File: src/rtl/mine_map_gen.sv
`timescale 1ns/1ps
// -----------------------------------------------------------------------------
// mine_map_gen
//
// Builds the 64-cell mine map for a new game. Exactly NUM_MINES mines are put
// at pseudo-random cells, and no mine goes on a cell flagged in `exclude`. The
// finished map is shown on mm_out together with a one-cycle ld_mm strobe, which
// loads the downstream mine-map register.
//
// Parameters
//   NUM_MINES  mines per map (1..63)
//   SEED       LFSR reset value (nonzero)
//   MAX_TRIES  placement attempts allowed before the run aborts (64..65535)
//
// Ports
//   clk      in   system clock, rising edge
//   resetn   in   asynchronous active-low reset
//   start    in   request a new map; only looked at in IDLE
//   exclude  in   [63:0] cells that must stay mine-free; hold stable while busy
//   mm_out   out  [63:0] mine map, bit i = cell i
//   ld_mm    out  one-cycle strobe; mm_out is final in this cycle
//   busy     out  high while clearing, placing or loading
//   done     out  high after a successful load until the next accepted start
//   err      out  high after an abort until the next accepted start
// -----------------------------------------------------------------------------
module mine_map_gen #(
  parameter int unsigned NUM_MINES = 10,
  parameter logic [15:0] SEED      = 16'hACE1,
  parameter int unsigned MAX_TRIES = 1024
) (
  input  logic        clk,
  input  logic        resetn,
  input  logic        start,
  input  logic [63:0] exclude,
  output logic [63:0] mm_out,
  output logic        ld_mm,
  output logic        busy,
  output logic        done,
  output logic        err
);

  typedef enum logic [1:0] {
    S_IDLE,
    S_CLEAR,
    S_PLACE,
    S_LOAD
  } state_e;

  localparam logic [6:0]  NUM_MINES_C = 7'(NUM_MINES);
  localparam logic [15:0] MAX_TRIES_C = 16'(MAX_TRIES);

  state_e      state_q, state_d;
  logic [15:0] lfsr_q, lfsr_d;
  logic [63:0] map_q, map_d;
  logic [6:0]  count_q, count_d;
  logic [15:0] tries_q, tries_d;
  logic        done_q, done_d;
  logic        err_q, err_d;

  logic [5:0]  idx;
  logic        hit;
  logic [6:0]  count_inc;
  logic [15:0] tries_inc;

  // NOTE: every signal written in this block gets a value at the top. That way
  // no path leaves one unassigned, which would otherwise infer a latch.
  always_comb begin
    state_d = state_q;
    map_d   = map_q;
    count_d = count_q;
    tries_d = tries_q;
    done_d  = done_q;
    err_d   = err_q;

    // Fibonacci LFSR x^16+x^14+x^13+x^11+1. It runs freely in every state, so
    // the cycle on which start arrives changes the map.
    lfsr_d = {lfsr_q[14:0], lfsr_q[15] ^ lfsr_q[13] ^ lfsr_q[12] ^ lfsr_q[10]};

    idx       = lfsr_q[5:0];
    hit       = ~map_q[idx] & ~exclude[idx];
    count_inc = count_q + 7'd1;
    tries_inc = tries_q + 16'd1;

    unique case (state_q)
      S_IDLE: begin
        if (start) begin
          state_d = S_CLEAR;
          done_d  = 1'b0;
          err_d   = 1'b0;
        end
      end

      S_CLEAR: begin
        map_d   = '0;
        count_d = '0;
        tries_d = '0;
        state_d = S_PLACE;
      end

      S_PLACE: begin
        tries_d = tries_inc;
        if (hit) begin
          map_d[idx] = 1'b1;
          count_d    = count_inc;
        end
        // A success that completes the map takes priority over the try limit
        // being reached on the same attempt.
        if (hit && (count_inc == NUM_MINES_C)) begin
          state_d = S_LOAD;
        end else if (tries_inc == MAX_TRIES_C) begin
          err_d   = 1'b1;
          state_d = S_IDLE;
        end
      end

      S_LOAD: begin
        done_d  = 1'b1;
        state_d = S_IDLE;
      end

      default: state_d = S_IDLE;
    endcase
  end

  // NOTE: state registers use non-blocking assignments. All flops then sample
  // their pre-edge _d values together, whatever order the simulator runs them.
  always_ff @(posedge clk or negedge resetn) begin
    if (!resetn) begin
      state_q <= S_IDLE;
      lfsr_q  <= SEED;
      map_q   <= '0;
      count_q <= '0;
      tries_q <= '0;
      done_q  <= 1'b0;
      err_q   <= 1'b0;
    end else begin
      state_q <= state_d;
      lfsr_q  <= lfsr_d;
      map_q   <= map_d;
      count_q <= count_d;
      tries_q <= tries_d;
      done_q  <= done_d;
      err_q   <= err_d;
    end
  end

  assign mm_out = map_q;
  assign ld_mm  = (state_q == S_LOAD);
  assign busy   = (state_q != S_IDLE);
  assign done   = done_q;
  assign err    = err_q;

endmodule

File: config.mk
export PLATFORM = sky130hd
export DESIGN_NAME = mine_map_gen
export DESIGN_NICKNAME = d
export VERILOG_FILES = /design/src/rtl/mine_map_gen.sv
export SDC_FILE = /design/constraint.sdc
export NUM_CORES = 1
export LEC_CHECK = 0
export ABC_AREA = 1
export BUFFER_PORTS_ARGS = -buffer_cell sky130_fd_sc_hd__buf_4
export CAP_MARGIN = 20
export CORE_MARGIN = 8
export CORE_UTILIZATION = 45
export DETAILED_ROUTE_END_ITERATION = 7
export GPL_ROUTABILITY_DRIVEN = 0
export PLACE_DENSITY = 0.75
export SLEW_MARGIN = 20
export SYNTH_ARGS = -nofsm -noshare
export SYNTH_HDL_FRONTEND = slang
export SYNTH_SLANG_ARGS = --single-unit
File: constraint.sdc
create_clock -name clk -period 2.7 [get_ports clk]
set_clock_uncertainty 0.1 [all_clocks]
set_input_delay 0.135 -clock clk [delete_from_list [all_inputs] [get_ports clk]]
set_output_delay 0.135 -clock clk [all_outputs]
set_load 0.01 [all_outputs]
==> flow_metrics.py <==
metrics = {
    "outcome": {
        "status": "finished clean",
    },
    "clock_tree": {
        "cts_buffer_depth": 2,
        "cts_made_buffers": 9,
        "clock-root-buffer": "clkbuf_16",
        "numClockSinks": 107,
        "clkLatencyLatePin_ps": 360,
        "path_clk_slew_ps": 80,
        "cts_tree": "built",
        "cts.htree.levels": 3,
    },
    "timing": {
        "tns_ps": 0,
        "min_period_over_period_pct": 96.0,
        "maxSlewHeadroom_pct": 48.1,
        "rsz0062_at_grt": "yes",
        "setup_violations": 0,
        "slew_violations": 0,
        "hold_viol_final": 0,
        "fmax_mhz": 386,
        "fin_crit_ps": 2590,
        "worst_pin_slew_ps": 778,
        "fin_ws_ps": 107,
    },
    "detailed_routing": {
        "dr.pass1.iters": 5,
        "wl_um": 21000,
        "via_count": 6536,
        "drcViolationCount": 0,
        "vias_per_cell": 5.34,
        "detail-route-antenna-nets": 0,
        "wl_per_cell_um": 17.2,
        "dr.first_iter.drc_count": 645,
    },
    "run": {
        "cap_viol_max_count": 0,
    },
    "logic_synthesis": {
        "synth_compound_gate_area_share_pct": 9.67,
        "synth_edf_count": 0,
        "yosys_most_used_dff": "dfrtp_1",
        "synth_fa_ha_area_share_pct": 1.42,
        "yosys_warnings": 0,
        "syn-num-nets": 960,
        "yosys.area_share.xor_xnor_pct": 1.56,
        "ys_ff_latch": 107,
        "syn_area_per_cell_sq_um": 6.97,
        "synth_cell_types": 33,
        "synthCells": 886,
        "yosys-top-cells-area": "dfrtp_1, nand2_1, nand3_1, o21ai_0, inv_1",
        "synth_area_sq_um": 6170,
        "synth_top_family_by_area": "simple AND/OR/NAND/NOR gates",
        "synth-simple-area-share_pct": 34.6,
        "yosysTopAreaCell": "dfrtp_1",
        "synth.top_cell.area_share_pct": 40.1,
        "seq_area_frac_synth_pct": 43.5,
        "async_flop_share_pct": 100,
        "synth.area.mux_share_pct": 0,
    },
    "min_path": {
        "min_path_type": "in -> reg",
    },
    "layout": {
        "fin_area_sq_um": 7980,
        "final_common_cell": "nand2_1",
        "area_growth_pct": 29.3,
        "finalNetCount": 1112,
        "n_fill_cell": 1326,
        "n_antenna_cell": 0,
        "layout_common_cells": "nand2_1, buf_4, nand3_1",
        "drive_gt1_share_pct": 21.0,
    },
    "worst_setup_path": {
        "crit_path_max_fanout": 24,
        "crit_required_ps": 2840,
        "critPathArrivalTime_ps": 2730,
        "endpoint_kind": "flip-flop",
        "critPathKind": "reg -> reg",
        "startpoint_type": "flip-flop",
    },
    "grt": {
        "antenna_found_initial": 0,
        "grt_max_degree": 55,
        "grt_pass1_wl_um": 33300,
        "gr-total-overflow": 0,
        "grt_pass1_vias": 6245,
        "track_usage_pct": 23.5,
    },
    "placed_design": {
        "portBuffers": 134,
        "dp_hpwl_um": 15200,
        "pre_cts_ws_ps": -140,
        "dpl-instance-area_sq_um": 7550,
    },
    "floorplan": {
        "rows": 43,
        "die_w_um": 133,
        "core_area_sq_um": 13700,
        "start_util_pct": 45.2,
        "die_y_um": 133,
        "ios": 135,
        "die_area_sq_um": 17700,
    },
    "pwr": {
        "p_per_area_nw_per_um2": 525,
        "peakVddDrop_v": 0.000530,
        "p_leak_nw": 4.02,
        "total_power_mw": 4.19,
    },
}
## logic make-up (layout without fill, tap and decap cells)
kind of cell,after synthesis,count (layout)
AND/OR/NAND/NOR,505,505
XOR/XNOR,11,11
flip-flops,107,107
AO/OA/AOI/OAI,116,116
adder cells (fa/ha/maj),7,7
buffers and inverters,140,297
## critical path: stages (launching register included)
cell and delay (ps):
dfrtp_1 420, buf_8 150, clkinvlp_4 150, nor2_2 380
nand3_1 130, nand2_1 100, inv_1 60, nand2_1 60
nor2_1 40, nand3_1 120, nand2_2 80, nand2_1 110
nor2_4 60, nand2_4 100, buf_4 270, o21ai_0 140
## path summary, 6_finish.rpt
kind,startpoint,end,slack [ps],cells past startpoint
worst max register to register,lfsr_q[2],mm_out[56],110,15
worst min-delay path,start,done,10,4
min in group asynchronous,resetn,tries_q[1],270,2
worst min register to register,lfsr_q[14],lfsr_q[15],250,0
worst max-delay path,lfsr_q[2],mm_out[56],110,15
max in group asynchronous,resetn,lfsr_q[5],1510,3
## cell type report
type | count | area (sq um) | area share [%]
Clock buffer | 11 | 253 | 3.17
Clock inverter | 5 | 85.1 | 1.07
Multi-Input combinational cell | 639 | 2940 | 36.9
Inverter | 106 | 412 | 5.16
Timing Repair Buffer | 175 | 1380 | 17.3
Tap cell | 180 | 225 | 2.82
Sequential cell | 107 | 2690 | 33.7
## layer usage
layer,vias to the layer above,wire (um),global-route usage [%]
li1,3131,-,-
met1,3020,8630,31.1
met2,344,9530,36.3
met3,41,2290,6.29
met4,0,549,8.67
met5,-,0,0
## sequential cells by signal (all words and copies together), names as in the netlist
name,flops
lfsr_q,16
done,1
count_q,7
state_q,2
tries_q,16
mm_out,64
err,1
## stage by stage
| stage | hold WS (ps) | cells | utilization [%] |
|---|---|---|---|
| floorplan | -261 | 886 | - |
| global placement | 121 | 1201 | 55.2 |
| detailed placement | 132 | 1201 | 55.2 |
| CTS | 0.467 | 1219 | 57.9 |
| global route | 37.9 | 1223 | 58.4 |
| finish | 10.4 | 1223 | 58.4 |
## where the power goes
part           switching, mW  internal (mW)
clock network          0.623          0.867
logic                  0.684          0.307
registers             0.0564           1.65
total                   1.36           2.83
## synthesized netlist by cell type (2+ instances only)
library cell and n:
nand2_1 260, nand3_1 107, inv_1 100, dfrtp_1 99, nor2_1 99, o21ai_0 92
nand4_1 20, clkbuf_1 14, buf_2 11, a21oi_1 10, buf_4 8, dfstp_2 8
xor2_1 8, ha_1 7, nor3_1 6, o22ai_1 6, inv_2 5, o21ai_1 5
nor2_2 4, xnor2_1 3, nand3b_1 2
## repair_timing
item                                    4_1_cts  5_1_grt
hold buffers                                  1        0
endpoints found under the hold margin        45        0
pin swaps                                     1        0
endpoints found under the setup margin       68       68
buffers inserted                              1        4
gates resized for setup                       3       17
(Power assumes the default switching activity.)
